==> src/rtl/fifo_rd_pkg.sv <==
// Shared types and constants for the async-FIFO read-side stream consumer.
`ifndef DSIZE
`define DSIZE 8
`endif

package fifo_rd_pkg;

  localparam int unsigned DATA_W    = `DSIZE;
  localparam int unsigned BUF_DEPTH = 2;

  typedef logic [1:0] occ_t;

  typedef struct packed {
    logic              last;
    logic [DATA_W-1:0] data;
  } beat_t;

endpackage

==> src/rtl/fifo_rd_stream_if.sv <==
// Valid/ready stream with packet framing, as presented to the downstream consumer.
interface fifo_rd_stream_if #(
  parameter int unsigned DSIZE = `DSIZE
);

  logic             m_valid;
  logic             m_ready;
  logic [DSIZE-1:0] m_data;
  logic             m_last;

  modport master (output m_valid, output m_data, output m_last, input m_ready);
  modport slave  (input m_valid, input m_data, input m_last, output m_ready);

endinterface

==> src/rtl/fifo_rd_skid.sv <==
// Two-entry in-order buffer: slot0 is the presented head, slot1 absorbs one stalled word.
module fifo_rd_skid
  import fifo_rd_pkg::*;
#(
  parameter int unsigned W = 9
) (
  input  logic         clk,
  input  logic         rst_n,
  input  logic         push,
  input  logic [W-1:0] push_data,
  input  logic         pop,
  output occ_t         occ,
  output logic         valid,
  output logic [W-1:0] head
);

  occ_t         occ_q, occ_d;
  logic         valid_q, valid_d;
  logic [W-1:0] slot0_q, slot0_d;
  logic [W-1:0] slot1_q, slot1_d;

  // Push is only offered below BUF_DEPTH and pop only while valid, so push+pop implies occ=1.
  always_comb begin
    occ_d   = occ_q;
    slot0_d = slot0_q;
    slot1_d = slot1_q;
    case ({push, pop})
      2'b10: begin
        if (occ_q == occ_t'(0)) slot0_d = push_data;
        else                    slot1_d = push_data;
        occ_d = occ_q + occ_t'(1);
      end
      2'b01: begin
        slot0_d = slot1_q;
        occ_d   = occ_q - occ_t'(1);
      end
      2'b11:   slot0_d = push_data;
      default: ;
    endcase
    valid_d = (occ_d != occ_t'(0));
  end

  always_ff @(posedge clk or negedge rst_n) begin
    if (!rst_n) begin
      occ_q   <= '0;
      valid_q <= 1'b0;
      slot0_q <= '0;
      slot1_q <= '0;
    end else begin
      occ_q   <= occ_d;
      valid_q <= valid_d;
      slot0_q <= slot0_d;
      slot1_q <= slot1_d;
    end
  end

  assign occ   = occ_q;
  assign valid = valid_q;
  assign head  = slot0_q;

endmodule

==> src/rtl/fifo_rd_stream.sv <==
// Read-side FIFO consumer: pops into a 2-entry buffer and re-presents words as a framed
// registered stream with pop/packet counters. rinc never depends on m_ready.
module fifo_rd_stream
  import fifo_rd_pkg::*;
#(
  parameter int unsigned DSIZE   = `DSIZE,
  parameter int unsigned PKT_LEN = 8,
  parameter int unsigned CNT_W   = 16
) (
  input  logic                  rclk,
  input  logic                  rrst_n,
  input  logic                  en,
  input  logic                  rempty,
  input  logic [DSIZE-1:0]      rdata,
  output logic                  rinc,
  fifo_rd_stream_if.master      m,
  output logic [CNT_W-1:0]      pop_count,
  output logic [CNT_W-1:0]      pkt_count
);

  localparam int unsigned BEAT_W = (PKT_LEN > 1) ? $clog2(PKT_LEN) : 1;
  localparam logic [BEAT_W-1:0] BEAT_MAX = BEAT_W'(PKT_LEN - 1);

  occ_t             occ;
  logic             valid;
  logic [DSIZE:0]   head;
  logic             consume;
  logic             tag_last;

  logic [BEAT_W-1:0] beat_cnt_q, beat_cnt_d;
  logic [CNT_W-1:0]  pop_count_q, pop_count_d;
  logic [CNT_W-1:0]  pkt_count_q, pkt_count_d;

  assign rinc     = rrst_n & en & ~rempty & (occ < occ_t'(BUF_DEPTH));
  assign consume  = valid & m.m_ready;
  assign tag_last = (beat_cnt_q == BEAT_MAX);

  fifo_rd_skid #(.W(DSIZE + 1)) u_skid (
    .clk       (rclk),
    .rst_n     (rrst_n),
    .push      (rinc),
    .push_data ({tag_last, rdata}),
    .pop       (consume),
    .occ       (occ),
    .valid     (valid),
    .head      (head)
  );

  // Framing position advances only on pops, so it holds while en is low.
  always_comb begin
    beat_cnt_d  = beat_cnt_q;
    pop_count_d = pop_count_q + CNT_W'(rinc);
    pkt_count_d = pkt_count_q + CNT_W'(consume & head[DSIZE]);
    if (rinc) beat_cnt_d = tag_last ? '0 : beat_cnt_q + BEAT_W'(1);
  end

  always_ff @(posedge rclk or negedge rrst_n) begin
    if (!rrst_n) begin
      beat_cnt_q  <= '0;
      pop_count_q <= '0;
      pkt_count_q <= '0;
    end else begin
      beat_cnt_q  <= beat_cnt_d;
      pop_count_q <= pop_count_d;
      pkt_count_q <= pkt_count_d;
    end
  end

  assign m.m_valid = valid;
  assign m.m_last  = head[DSIZE];
  assign m.m_data  = head[DSIZE-1:0];
  assign pop_count = pop_count_q;
  assign pkt_count = pkt_count_q;

endmodule

==> src/flat_wrapper.sv <==
// flat-port wrapper written by rule: the top's interface ports become plain ports
module fifo_rd_stream_flat import fifo_rd_pkg::*;
#(
  parameter int unsigned DSIZE   = `DSIZE,
  parameter int unsigned PKT_LEN = 8,
  parameter int unsigned CNT_W   = 16
)
  (rclk, rrst_n, en, rempty, rdata, rinc, pop_count, pkt_count, m_m_valid, m_m_data, m_m_last, m_m_ready);
  fifo_rd_stream_if #(.DSIZE(DSIZE)) m_i ();
  input  logic rclk;
  input  logic rrst_n;
  input  logic en;
  input  logic rempty;
  input  logic [DSIZE-1:0] rdata;
  output logic rinc;
  output logic [CNT_W-1:0] pop_count;
  output logic [CNT_W-1:0] pkt_count;
  output wire logic [$bits(m_i.m_valid)-1:0] m_m_valid;
  output wire logic [$bits(m_i.m_data)-1:0] m_m_data;
  output wire logic [$bits(m_i.m_last)-1:0] m_m_last;
  input wire logic [$bits(m_i.m_ready)-1:0] m_m_ready;
  assign m_m_valid = m_i.m_valid;
  assign m_m_data = m_i.m_data;
  assign m_m_last = m_i.m_last;
  assign m_i.m_ready = m_m_ready;
  fifo_rd_stream #(.DSIZE(DSIZE), .PKT_LEN(PKT_LEN), .CNT_W(CNT_W)) u_core (.rclk(rclk), .rrst_n(rrst_n), .en(en), .rempty(rempty), .rdata(rdata), .rinc(rinc), .m(m_i), .pop_count(pop_count), .pkt_count(pkt_count));
endmodule
==> config.mk <==
export PLATFORM = sky130hd
export DESIGN_NAME = fifo_rd_stream_flat
export DESIGN_NICKNAME = d
export VERILOG_FILES = /design/src/rtl/fifo_rd_pkg.sv /design/src/rtl/fifo_rd_stream_if.sv /design/src/rtl/fifo_rd_skid.sv /design/src/rtl/fifo_rd_stream.sv /design/src/flat_wrapper.sv
export SDC_FILE = /design/constraint.sdc
export NUM_CORES = 1
export LEC_CHECK = 0
export ABC_AREA = 1
export CAP_MARGIN = 20
export CORE_ASPECT_RATIO = 1.2
export CORE_MARGIN = 8
export CORE_UTILIZATION = 50
export CTS_CLUSTER_SIZE = 12
export DETAILED_ROUTE_END_ITERATION = 8
export DONT_BUFFER_PORTS = 1
export HOLD_SLACK_MARGIN = 0.05
export PLACE_DENSITY_LB_ADDON = 0.2
export RECOVER_POWER = 100
export SLEW_MARGIN = 5
export SYNTH_ARGS = -nofsm -noshare
export SYNTH_HDL_FRONTEND = slang
export SYNTH_SLANG_ARGS = --single-unit
export TNS_END_PERCENT = 100
==> constraint.sdc <==
create_clock -name rclk -period 2.3 [get_ports rclk]
set_clock_uncertainty 0.2 [all_clocks]
set_input_delay 0.23 -clock rclk [delete_from_list [all_inputs] [get_ports rclk]]
set_output_delay 0.23 -clock rclk [all_outputs]
set_load 0.05 [all_outputs]
==> insert_results.sql <==
INSERT INTO impl_metrics (metric_group, metric, value, unit) VALUES
('pwr', 'total_leakage_power', '1.46', 'nW'),
('cells_and_area', 'flip_flop_and_latch_area', '0.00140', 'sq mm'),
('cts', 'cts_root_buf', 'sky130_fd_sc_hd__clkbuf_8', ''),
('cells_and_area', 'drive_above_1_share', '5.80', '%'),
('pwr', 'irDropWorstVdd', '606', 'uV'),
('synth', 'mappedNetlistNets', '335', ''),
('detailed_routing', 'route.detailed.drc', '0', ''),
('detailed_routing', 'drtIter0Drc', '64', ''),
('sta', 'fin_setup_tns', '0', 'ps'),
('place', 'detailed_place_hpwl', '4.04', 'mm'),
('setup_path', 'worst_ep_arrival_time', '2110', 'ps'),
('sta', 'period_share', '91.9', '%'),
('cts', 'cts_tree', 'built', ''),
('cells_and_area', 'finalCoreUtilization', '59.1', '%'),
('grt', 'grt_pass1_vias', '2040', ''),
('grt', 'groute.usage.overall', '14.8', '%'),
('sta', 'max_clock_freq', '0.473', 'GHz'),
('synth', 'ys_types', '19', ''),
('synth', 'avgSynthCellArea', '8.58', 'sq um'),
('setup_path', 'start_kind', 'flop', ''),
('detailed_routing', 'num_vias', '2112', ''),
('place', 'placed_area', '0.00300', 'sq mm'),
('cts', 'insertion_delay', '310', 'ps'),
('die', 'rows', '29', ''),
('cts', 'clkSlewWorstSetupHoldPaths', '100', 'ps'),
('place', 'finalWeightedCongestion', '0.736', ''),
('synth', 'netlist_instances', '313', ''),
('cts', 'clock_sink_count', '56', ''),
('sta', 'setup_slack', '186', 'ps'),
('cells_and_area', 'layout-area-overhead-vs-synth', '15.0', '%'),
('setup_path', 'crit_fanout', '7', ''),
('grt', 'grt.overflow.total', '0', ''),
('grt', 'grt_antenna_before_repair', '0', ''),
('sta', 'layout_min_cycle_time', '2110', 'ps'),
('setup_path', 'critical_path_required', '2290', 'ps'),
('place', 'dp_worst_setup_slack', '150', 'ps'),
('detailed_routing', 'vias_per_cell', '4.98', ''),
('pwr', 'design_power_total', '3.14', 'mW'),
('sta', 'grt_setup_unrepaired', 'false', ''),
('cts', 'cts_buffer_depth', '2', ''),
('place', 'io_buffer_count', '0', ''),
('grt', 'grt_max_degree', '57', ''),
('die', 'design.die.area', '0.00798', 'sq mm'),
('setup_path', 'setup.worst_path.class', 'flop to flop', ''),
('cells_and_area', 'multiInputGateArea', '0.00107', 'sq mm'),
('sta', 'timing.final.setup_violations', '0', ''),
('run_status', 'status', 'finished, final reports clean', ''),
('synth', 'synth-seq-area-share', '52.2', '%'),
('detailed_routing', 'drt_first_pass_iters', '4', ''),
('die', 'die_y', '96.3', 'um'),
('synth', 'yosys_warnings', '0', ''),
('cts', 'ctsHtreeMaxLevel', '2', ''),
('detailed_routing', 'wl_per_cell', '13.3', 'um'),
('detailed_routing', 'final_antenna_net_count', '0', ''),
('cells_and_area', 'final_nets', '384', ''),
('sta', 'final.hold.worst_slack', '59.2', 'ps'),
('setup_path', 'cp-end-kind', 'flop', ''),
('synth', 'yosysTopAreaCell', 'sky130_fd_sc_hd__dfrtp_1', ''),
('detailed_routing', 'drt-total-wl', '5.65', 'mm'),
('place', 'dp.cells', '406', ''),
('cts', 'cts_inserted_buffers', '5', ''),
('die', 'pin_count', '56', ''),
('cells_and_area', 'layout_commonest_cell', 'sky130_fd_sc_hd__nand2_1', ''),
('min_path', 'hold_class', 'input port to flop', ''),
('grt', 'global_route_wire_length_before_repair', '9.67', 'mm'),
('die', 'die_width', '82.9', 'um'),
('cells_and_area', 'postLayoutCellArea', '0.00309', 'sq mm'),
('synth', 'yosysTopAreaCellShare', '52.2', '%'),
('synth', 'synth.cell_area', '0.00269', 'sq mm'),
('sta', 'timing.final.max_slew_violations', '0', ''),
('die', 'coreArea', '0.00523', 'sq mm'),
('cells_and_area', 'final-instance-count-excl-fill', '424', ''),
('sta', 'worst-slew-pin-transition', '1370', 'ps'),
('synth', 'ys_top_cells_by_area', 'sky130_fd_sc_hd__dfrtp_1, sky130_fd_sc_hd__nand2_1, sky130_fd_sc_hd__inv_1, sky130_fd_sc_hd__ha_1, sky130_fd_sc_hd__o21ai_0', ''),
('sta', 'timing.final.hold_violations', '0', ''),
('pwr', 'powerDensity', '1020', 'mW/mm^2'),
('sta', 'timing.max_slew.rel_slack', '8.93', '%'),
('cells_and_area', 'n_antenna_cell', '0', ''),
('cells_and_area', 'layout.filler_cells', '512', ''),
('run', 'max_capacitance_violation_count', '0', ''),
('die', 'start_util', '51.4', '%'),
('cells_and_area', 'layout.cells.most_common_list', 'sky130_fd_sc_hd__nand2_1, sky130_fd_sc_hd__dfrtp_1, sky130_fd_sc_hd__inv_1', ''),
('synth', 'synth-seq-cells', '56', '');
kinds of logic (layout without fill, tap and decap cells):
logic type	Yosys count	after routing	synth area share (%)
adders and majority gates	9	9	4.19
buffers and inverters	47	96	7.27
xor gates and xnor gates	16	16	5.22
DFF	56	56	52.2
AOI/OAI and AO/OA	32	32	7.64
and+or+nand+nor	153	153	23.5
state kept, by name, indices dropped and copies added (netlist names):
name / count
u_core.u_skid.occ: 2
u_core.pop_count: 16
u_core.u_skid.slot1_q: 9
u_core.beat_cnt_q: 3
u_core.pkt_count: 16
u_core.u_skid.valid: 1
u_core.u_skid.head: 9
power breakdown:
| part | switching, mW | leakage (nW) | internal (mW) |
|---|---|---|---|
| Combinational | 0.540 | 0.667 | 0.236 |
| Sequential | 0.400 | 0.724 | 1.22 |
| Clock | 0.311 | 0.0642 | 0.429 |
| Total | 1.25 | 1.46 | 1.89 |
cells in the mapped netlist:
master and n:
sky130_fd_sc_hd__and2b_1 1, sky130_fd_sc_hd__xor2_1 9, sky130_fd_sc_hd__nor2_2 1, sky130_fd_sc_hd__nand2_1 96, sky130_fd_sc_hd__nor2_1 27, sky130_fd_sc_hd__inv_1 42
sky130_fd_sc_hd__nand4_1 10, sky130_fd_sc_hd__or2_2 1, sky130_fd_sc_hd__clkbuf_1 3, sky130_fd_sc_hd__o21ai_2 9, sky130_fd_sc_hd__nand3_1 16, sky130_fd_sc_hd__ha_1 9
sky130_fd_sc_hd__o21ai_4 1, sky130_fd_sc_hd__dfrtp_1 56, sky130_fd_sc_hd__buf_8 1, sky130_fd_sc_hd__xnor2_1 7, sky130_fd_sc_hd__buf_6 1, sky130_fd_sc_hd__o21ai_0 22
sky130_fd_sc_hd__nand2_2 1
layout make-up:
cell class,instances,area share [%]
Tap cell,62,2.51
Sequential cell,56,45.4
Timing Repair Buffer,47,8.10
Clock inverter,2,1.94
Clock buffer,5,2.23
Inverter,42,5.23
Multi-Input combinational cell,210,34.6
layer usage:
metal | global-route usage (%) | part of all wire [%] | vias to the layer above
met3 | 5.33 | 6.1 | 5
met5 | 0 | 0 | -
met1 | 16.3 | 41 | 1002
met4 | 4.84 | 1.2 | 0
met2 | 26.3 | 51 | 34
li1 | - | - | 1071
critical path, stage by stage (launching register included):
cell and delay, ps:
sky130_fd_sc_hd__dfrtp_1 360, sky130_fd_sc_hd__nand2_1 110, sky130_fd_sc_hd__nor2_1 130, sky130_fd_sc_hd__ha_1 210, sky130_fd_sc_hd__ha_1 190, sky130_fd_sc_hd__nand3_1 130
sky130_fd_sc_hd__nor2_1 390, sky130_fd_sc_hd__nand2_1 120, sky130_fd_sc_hd__xor2_1 170
path summary, 6_finish.rpt:
check	startpoint	endpoint	slack, ps	cells after the start
min in group asynchronous	rrst_n	u_core.pop_count[9]	600	2
worst max register to register	u_core.u_skid.valid	u_core.pkt_count[10]	190	8
worst min-delay path	en	u_core.beat_cnt_q[1]	60	4
max in group asynchronous	rrst_n	u_core.u_skid.valid	500	2
worst max-delay path	u_core.u_skid.valid	u_core.pkt_count[10]	190	8
worst min register to register	u_core.u_skid.slot1_q[5]	u_core.u_skid.slot1_q[5]	300	2
repair_timing:
action                                 CTS  global route
resized for setup                        0             4
buffers inserted                         0             1
hold buffers                            10             0
setup endpoints to repair                0            11
endpoints found under the hold margin   72             0
Power figures use the tool's default switching activity.
